===== src/rtl/block_ram_arbiter.sv =====
// Round-robin arbiter sharing one block_ram TileLink-UL slave between two masters.
// Out-of-window requests are answered locally with an error at the RAM's latency.

package tilelink_pkg;

    localparam int SOURCE_W = 4;

    localparam logic [2:0] PUT_FULL_DATA    = 3'd0;
    localparam logic [2:0] PUT_PARTIAL_DATA = 3'd1;
    localparam logic [2:0] GET              = 3'd4;
    localparam logic [2:0] ACCESS_ACK       = 3'd0;
    localparam logic [2:0] ACCESS_ACK_DATA  = 3'd1;

    typedef struct packed {
        logic                a_valid;
        logic [2:0]          a_opcode;
        logic [2:0]          a_param;
        logic [1:0]          a_size;
        logic [SOURCE_W-1:0] a_source;
        logic [31:0]         a_address;
        logic [3:0]          a_mask;
        logic [31:0]         a_data;
        logic                d_ready;
    } tilelink_a;

    typedef struct packed {
        logic                d_valid;
        logic [2:0]          d_opcode;
        logic [1:0]          d_param;
        logic [1:0]          d_size;
        logic [SOURCE_W-1:0] d_source;
        logic                d_sink;
        logic [31:0]         d_data;
        logic                d_error;
        logic                d_ready;
    } tilelink_d;

endpackage

module block_ram_arbiter
    import tilelink_pkg::*;
#(
    parameter logic [31:0] addr_mask = 32'hF000_0000,
    parameter logic [31:0] addr_tag  = 32'h0000_0000
) (
    input  logic      clock,
    input  logic      reset_n,
    input  tilelink_a m0_tla,
    input  tilelink_a m1_tla,
    output logic      m0_a_ready,
    output logic      m1_a_ready,
    output tilelink_d m0_tld,
    output tilelink_d m1_tld,
    output tilelink_a ram_tla,
    input  tilelink_d ram_tld
);

    // One in-flight beat: forwarded to RAM (valid) or answered locally (err).
    typedef struct packed {
        logic                valid;
        logic                err;
        logic                owner;
        logic [SOURCE_W-1:0] source;
    } stage_t;

    logic      last_q, last_d;
    stage_t    s1_q, s1_d;
    stage_t    s2_q, s2_d;
    tilelink_a ram_tla_q, ram_tla_d;
    logic      stray_q, stray_d;

    logic      gnt_valid;
    logic      gnt_idx;
    tilelink_a gnt_req;
    logic      hit;
    tilelink_d idle_rsp;
    tilelink_d owner_rsp;

    // NOTE: every always_comb output gets a default first so no path leaves it
    // unassigned, which would otherwise infer a latch.
    always_comb begin
        gnt_valid = 1'b0;
        gnt_idx   = 1'b0;
        if (m0_tla.a_valid && m1_tla.a_valid) begin
            gnt_valid = 1'b1;
            gnt_idx   = ~last_q;
        end else if (m0_tla.a_valid) begin
            gnt_valid = 1'b1;
            gnt_idx   = 1'b0;
        end else if (m1_tla.a_valid) begin
            gnt_valid = 1'b1;
            gnt_idx   = 1'b1;
        end
    end

    // Grants are masked by reset itself so they drop asynchronously with it.
    assign m0_a_ready = reset_n & gnt_valid & ~gnt_idx;
    assign m1_a_ready = reset_n & gnt_valid &  gnt_idx;

    assign gnt_req = gnt_idx ? m1_tla : m0_tla;
    assign hit     = (gnt_req.a_address & addr_mask) == addr_tag;

    always_comb begin
        last_d    = gnt_valid ? gnt_idx : last_q;

        s1_d        = '0;
        s1_d.valid  = gnt_valid & hit;
        s1_d.err    = gnt_valid & ~hit;
        s1_d.owner  = gnt_idx;
        s1_d.source = gnt_req.a_source;

        ram_tla_d = '0;
        if (gnt_valid && hit) begin
            ram_tla_d         = gnt_req;
            ram_tla_d.a_valid = 1'b1;
        end

        s2_d    = s1_q;
        stray_d = stray_q | (ram_tld.d_valid & ~s2_q.valid);
    end

    // NOTE: sequential state uses non-blocking assignments so every flop
    // samples pre-edge values regardless of process ordering.
    always_ff @(posedge clock or negedge reset_n) begin
        if (!reset_n) begin
            last_q    <= 1'b1;
            s1_q      <= '0;
            s2_q      <= '0;
            ram_tla_q <= '0;
            stray_q   <= 1'b0;
        end else begin
            last_q    <= last_d;
            s1_q      <= s1_d;
            s2_q      <= s2_d;
            ram_tla_q <= ram_tla_d;
            stray_q   <= stray_d;
        end
    end

    assign ram_tla = ram_tla_q;

    // The response slot owned by s2 goes to its master; the other sees idle.
    always_comb begin
        idle_rsp         = '0;
        idle_rsp.d_ready = 1'b1;

        owner_rsp = idle_rsp;
        if (s2_q.valid) begin
            owner_rsp         = ram_tld;
            owner_rsp.d_ready = 1'b1;
        end else if (s2_q.err) begin
            owner_rsp.d_valid  = 1'b1;
            owner_rsp.d_error  = 1'b1;
            owner_rsp.d_opcode = ACCESS_ACK_DATA;
            owner_rsp.d_source = s2_q.source;
        end

        m0_tld = idle_rsp;
        m1_tld = idle_rsp;
        if (s2_q.owner) begin
            m1_tld = owner_rsp;
        end else begin
            m0_tld = owner_rsp;
        end
    end

endmodule


===== config.mk =====
export PLATFORM = sky130hd
export DESIGN_NAME = block_ram_arbiter
export DESIGN_NICKNAME = d
export VERILOG_FILES = /design/src/rtl/block_ram_arbiter.sv
export SDC_FILE = /design/constraint.sdc
export NUM_CORES = 1
export LEC_CHECK = 0
export CAP_MARGIN = 30
export CELL_PAD_IN_SITES_DETAIL_PLACEMENT = 1
export CELL_PAD_IN_SITES_GLOBAL_PLACEMENT = 1
export CORE_ASPECT_RATIO = 0.7
export CORE_MARGIN = 2
export CORE_UTILIZATION = 23
export CTS_CLUSTER_DIAMETER = 30
export DETAILED_ROUTE_END_ITERATION = 7
export MAX_ROUTING_LAYER = met4
export PLACE_DENSITY_LB_ADDON = 0.1
export SLEW_MARGIN = 20
export SYNTH_ARGS = -nofsm -noshare
export SYNTH_HDL_FRONTEND = slang
export SYNTH_SLANG_ARGS = --single-unit

===== constraint.sdc =====
create_clock -name clock -period 2.9 [get_ports clock]
set_clock_uncertainty 0.1 [all_clocks]
set_input_delay 0.87 -clock clock [delete_from_list [all_inputs] [get_ports clock]]
set_output_delay 0.87 -clock clock [all_outputs]
set_load 0.02 [all_outputs]

; ---- After elaboration in Yosys (flattened, before gate mapping)
; Cells that the tools add are included.
[word_totals]
regBits = 97
in_bits = 213
output_inout_bits = 178
[classes]
muxes = 17
bitwise_logic = 8
n_reduce_logical = 3
[op_table]
columns = cell, count
row1 = $mux 47, 2
row2 = $mux 82, 1
row3 = $mux 81, 1
row4 = $mux 33, 1
row5 = $logic_not 32->1, 1
row6 = $mux 4, 5
row7 = $mux 1, 7
row8 = $and 1x1->1, 5
row9 = $not 1->1, 3
row10 = $logic_and 1x1->1, 2

; ---- Logic depth before layout (Yosys ltp)
[logic_depth]
depth_word = 7
depth_mapped = 6
ltp_nobuf = 4

; ---- Least setup slack after synthesis
; No wires, ideal clock.
[synth_path]
kind = in2out
start = in m0_tla[81] (netlist bit)
end = out m0_a_ready
arrival_time_ps = 1729
required_time_ps = 1930
path_slack_ps = 201
stages = 4
cell_sequence = or2_2 > buf_2 > clkbuf_1 > and3_1
[synth_via]
elab_chain_len = 4
word_cells_on_any_way = 8
cone_classes = 4 x mux / 3 x bitwise / 1 x reduce/logical
[synth_rtl]
columns = element, line
row1 = from (decl), 48  ; input tilelink_a m0_tla,
row2 = $mux 1 / $logic_and 1x1->1 (equally long branches), "87, 84"
row3 = $mux 1, 84  ; if (m0_tla.a_valid && m1_tla.a_valid) begin
row4 = $and 1x1->1 / $not 1->1 (equally long branches), 97  ; assign m0_a_ready = reset_n & gnt_valid & ~gnt_idx;
row5 = $and 1x1->1 (*), 97
row6 = to (decl), 50  ; output logic m0_a_ready,
; Mark *: on every way between the ends. The rest lies on a longest branch, timed or not.

==> flow_summary.json <==
{
  "run_status": "complete, no violations",
  "min_period_over_period_pct": 99.12,
  "diodes": 0,
  "ys_seq_elements": 96,
  "antenna_found_initial": 0,
  "n_fill_cell": 2197,
  "tritoncts": "built",
  "rr_startpoint": "last_q",
  "drv_slew": 0,
  "cp-end-kind": "output pin",
  "detail-route-antenna-nets": 0,
  "cts_made_buffers": 9,
  "grt_pass1_vias": 5508,
  "tightest_slew_ps": 821.9,
  "gr-total-overflow": 0,
  "die_area_mm2": 0.02069,
  "final_cells": 1147,
  "post-route-cell-area_mm2": 0.008869,
  "synth_warnings": 0,
  "p_per_area_mw_per_mm2": 372.9,
  "cts_max_path_buffers": 2,
  "grt_use_total_pct": 20.94,
  "row_count": 42,
  "worst_ep_required_time_ps": 1930,
  "final_cell_mix": "290 x clkdlybuf4s50_1, 101 x nand2_1, 95 x dfrtp_1",
  "drt_iter0_markers": 214,
  "final_nets": 1091,
  "max_cap_viol_count": 0,
  "placed_cells": 1129,
  "clk_latency_ps": 340,
  "place_area_mm2": 0.008638,
  "clk_pin_slew_ps": 60,
  "final_util_pct": 46.62,
  "initial_utilization_pct": 23.62,
  "critPathKind": "input pin to output pin",
  "final_common_cell": "clkdlybuf4s50_1",
  "hold_viol": 0,
  "grt_pass1_wl_um": 32120,
  "fmax_mhz": 347.9,
  "ir_drop_mv": 0.2332,
  "period_minus_slack_ps": 2874,
  "routed_wl_um": 21310,
  "hold_path_end": "s2_q[2]",
  "hold_depth": 0,
  "hold_ws_ps": 248.9,
  "core_mm2": 0.01902,
  "hpwl_um": 16110,
  "vias_per_cell": 4.467,
  "finalPower_w": 0.003307,
  "r2r-end": "ram_tla[81]",
  "wl_per_cell_um": 18.58,
  "htreeDepth": 3,
  "netlist_instances": 508,
  "firstDrtPassIters": 4,
  "crit_fanout": 2,
  "io_buffers": 387,
  "min-delay-start": "s1_q[2]",
  "crit_arrival_ps": 1900,
  "reg2reg_slack_ps": 850,
  "yosysUniqueCellTypes": 26,
  "die_x_um": 171.1,
  "drive_gt1_share_pct": 6.002,
  "cts_root_buf": "clkbuf_16",
  "maxSlewHeadroom_pct": 45.21,
  "setup_viol": 0,
  "r2r_cells": 6,
  "die_h_um": 120.9,
  "hp-class": "register to register",
  "clock-sinks": 96,
  "synth.avg_cell_area_um2": 8.845,
  "io_pins": 391,
  "vias": 5124,
  "area_growth_pct": 97.38,
  "grt_start_max_net_pins": 90,
  "place.gp.congestion": 0.7915,
  "syn-cell-area_mm2": 0.004493,
  "p_leak_nw": 4.312,
  "yosysSeqAreaShare_pct": 53.49,
  "drc": 0,
  "worst_setup_path_start_kind": "input pin"
}
cell families after synthesis:
family          share of synthesized area, %
flops                                  53.49
other cells                           0.1671
simple gates                           29.94
buf+inv                                5.931
mux                                   0.2228
compound gates                         10.25
through the flow:
step                      setup slack (ps)  TNS, ps
after floorplan                      201.0        0
after global placement              -442.2   -15790
final                                25.66        0
after global routing               -0.4534  -0.4534
after CTS                            1.265        0
after detailed placement            -441.8   -17740
state kept, by name (all words and copies together), names as in the netlist:
| signal | cells |
|---|---|
| s2_q | 7 |
| last_q | 1 |
| s1_q | 6 |
| ram_tla | 82 |
Yosys cell counts:
cell | instances | area (um2)
a21bo_2 | 1 | 10.01
a21boi_0 | 1 | 7.510
a21oi_1 | 3 | 15.01
a22oi_1 | 4 | 30.03
and2_1 | 39 | 244.0
and3_1 | 41 | 256.5
buf_2 | 9 | 45.04
buf_4 | 5 | 37.54
buf_6 | 4 | 45.04
clkbuf_1 | 31 | 116.4
clkbuf_2 | 3 | 15.01
conb_1 | 2 | 7.510
dfrtp_1 | 95 | 2377
dfstp_2 | 1 | 26.28
inv_1 | 2 | 7.510
mux2i_1 | 1 | 10.01
nand2_1 | 102 | 382.9
nand3_1 | 67 | 335.3
nor2_1 | 8 | 30.03
nor2b_1 | 9 | 56.30
nor4_2 | 1 | 12.51
nor4_4 | 1 | 21.27
o21ai_0 | 37 | 185.2
o21ai_1 | 30 | 150.1
o22ai_1 | 10 | 62.56
or2_2 | 1 | 6.260
final cells by class:
type | count | area, um2 | share of cell area, %
sequential | 96 | 2404 | 27.10
tap | 264 | 330.3 | 3.725
inverter | 2 | 7.507 | 0.08465
clock buffer | 10 | 229.0 | 2.582
multi-input combinational | 362 | 1867 | 21.05
clock inverter | 6 | 68.82 | 0.7760
timing repair buffer | 407 | 3963 | 44.68
worst max-delay path by stage:
stage	from	endpoint	slack, ps	cells past startpoint
finish	ram_tld[36]	m0_tld[36]	30	4
global placement	m1_tla[81]	m1_a_ready	-440	5
CTS	ram_tld[35]	m1_tld[35]	1	4
global route	ram_tld[35]	m0_tld[35]	-0.5	4
floorplan	m0_tla[81]	m0_a_ready	200	4
detailed placement	m1_tla[81]	m1_a_ready	-440	5
repair_timing:
action	in CTS	in global routing
hold buffers	0	0
gates resized for setup	101	15
setup buffers	1	0
endpoints found under the setup margin	94	11
metal layers:
| metal | share of wire, % | global-route usage [%] | vias to the layer above |
|---|---|---|---|
| met5 | 0 | - | - |
| met4 | 1.6 | 4.608 | 0 |
| met3 | 7.4 | 6.523 | 20 |
| met2 | 50 | 35.41 | 196 |
| met1 | 41 | 24.57 | 2479 |
| li1 | - | - | 2429 |
power breakdown:
part	internal (W)	total, W	switching (W)
clock network	0.000674	0.00122	0.000543
registers	0.00138	0.00139	0.0000132
logic	0.000382	0.000699	0.000317
total	0.00243	0.00331	0.000873
critical path, stage by stage:
cell             delay, ps
clkdlybuf4s50_1        400
a22oi_1                240
nor2_1                  80
clkdlybuf4s15_1        310
Power figures use the tool's default switching activity.
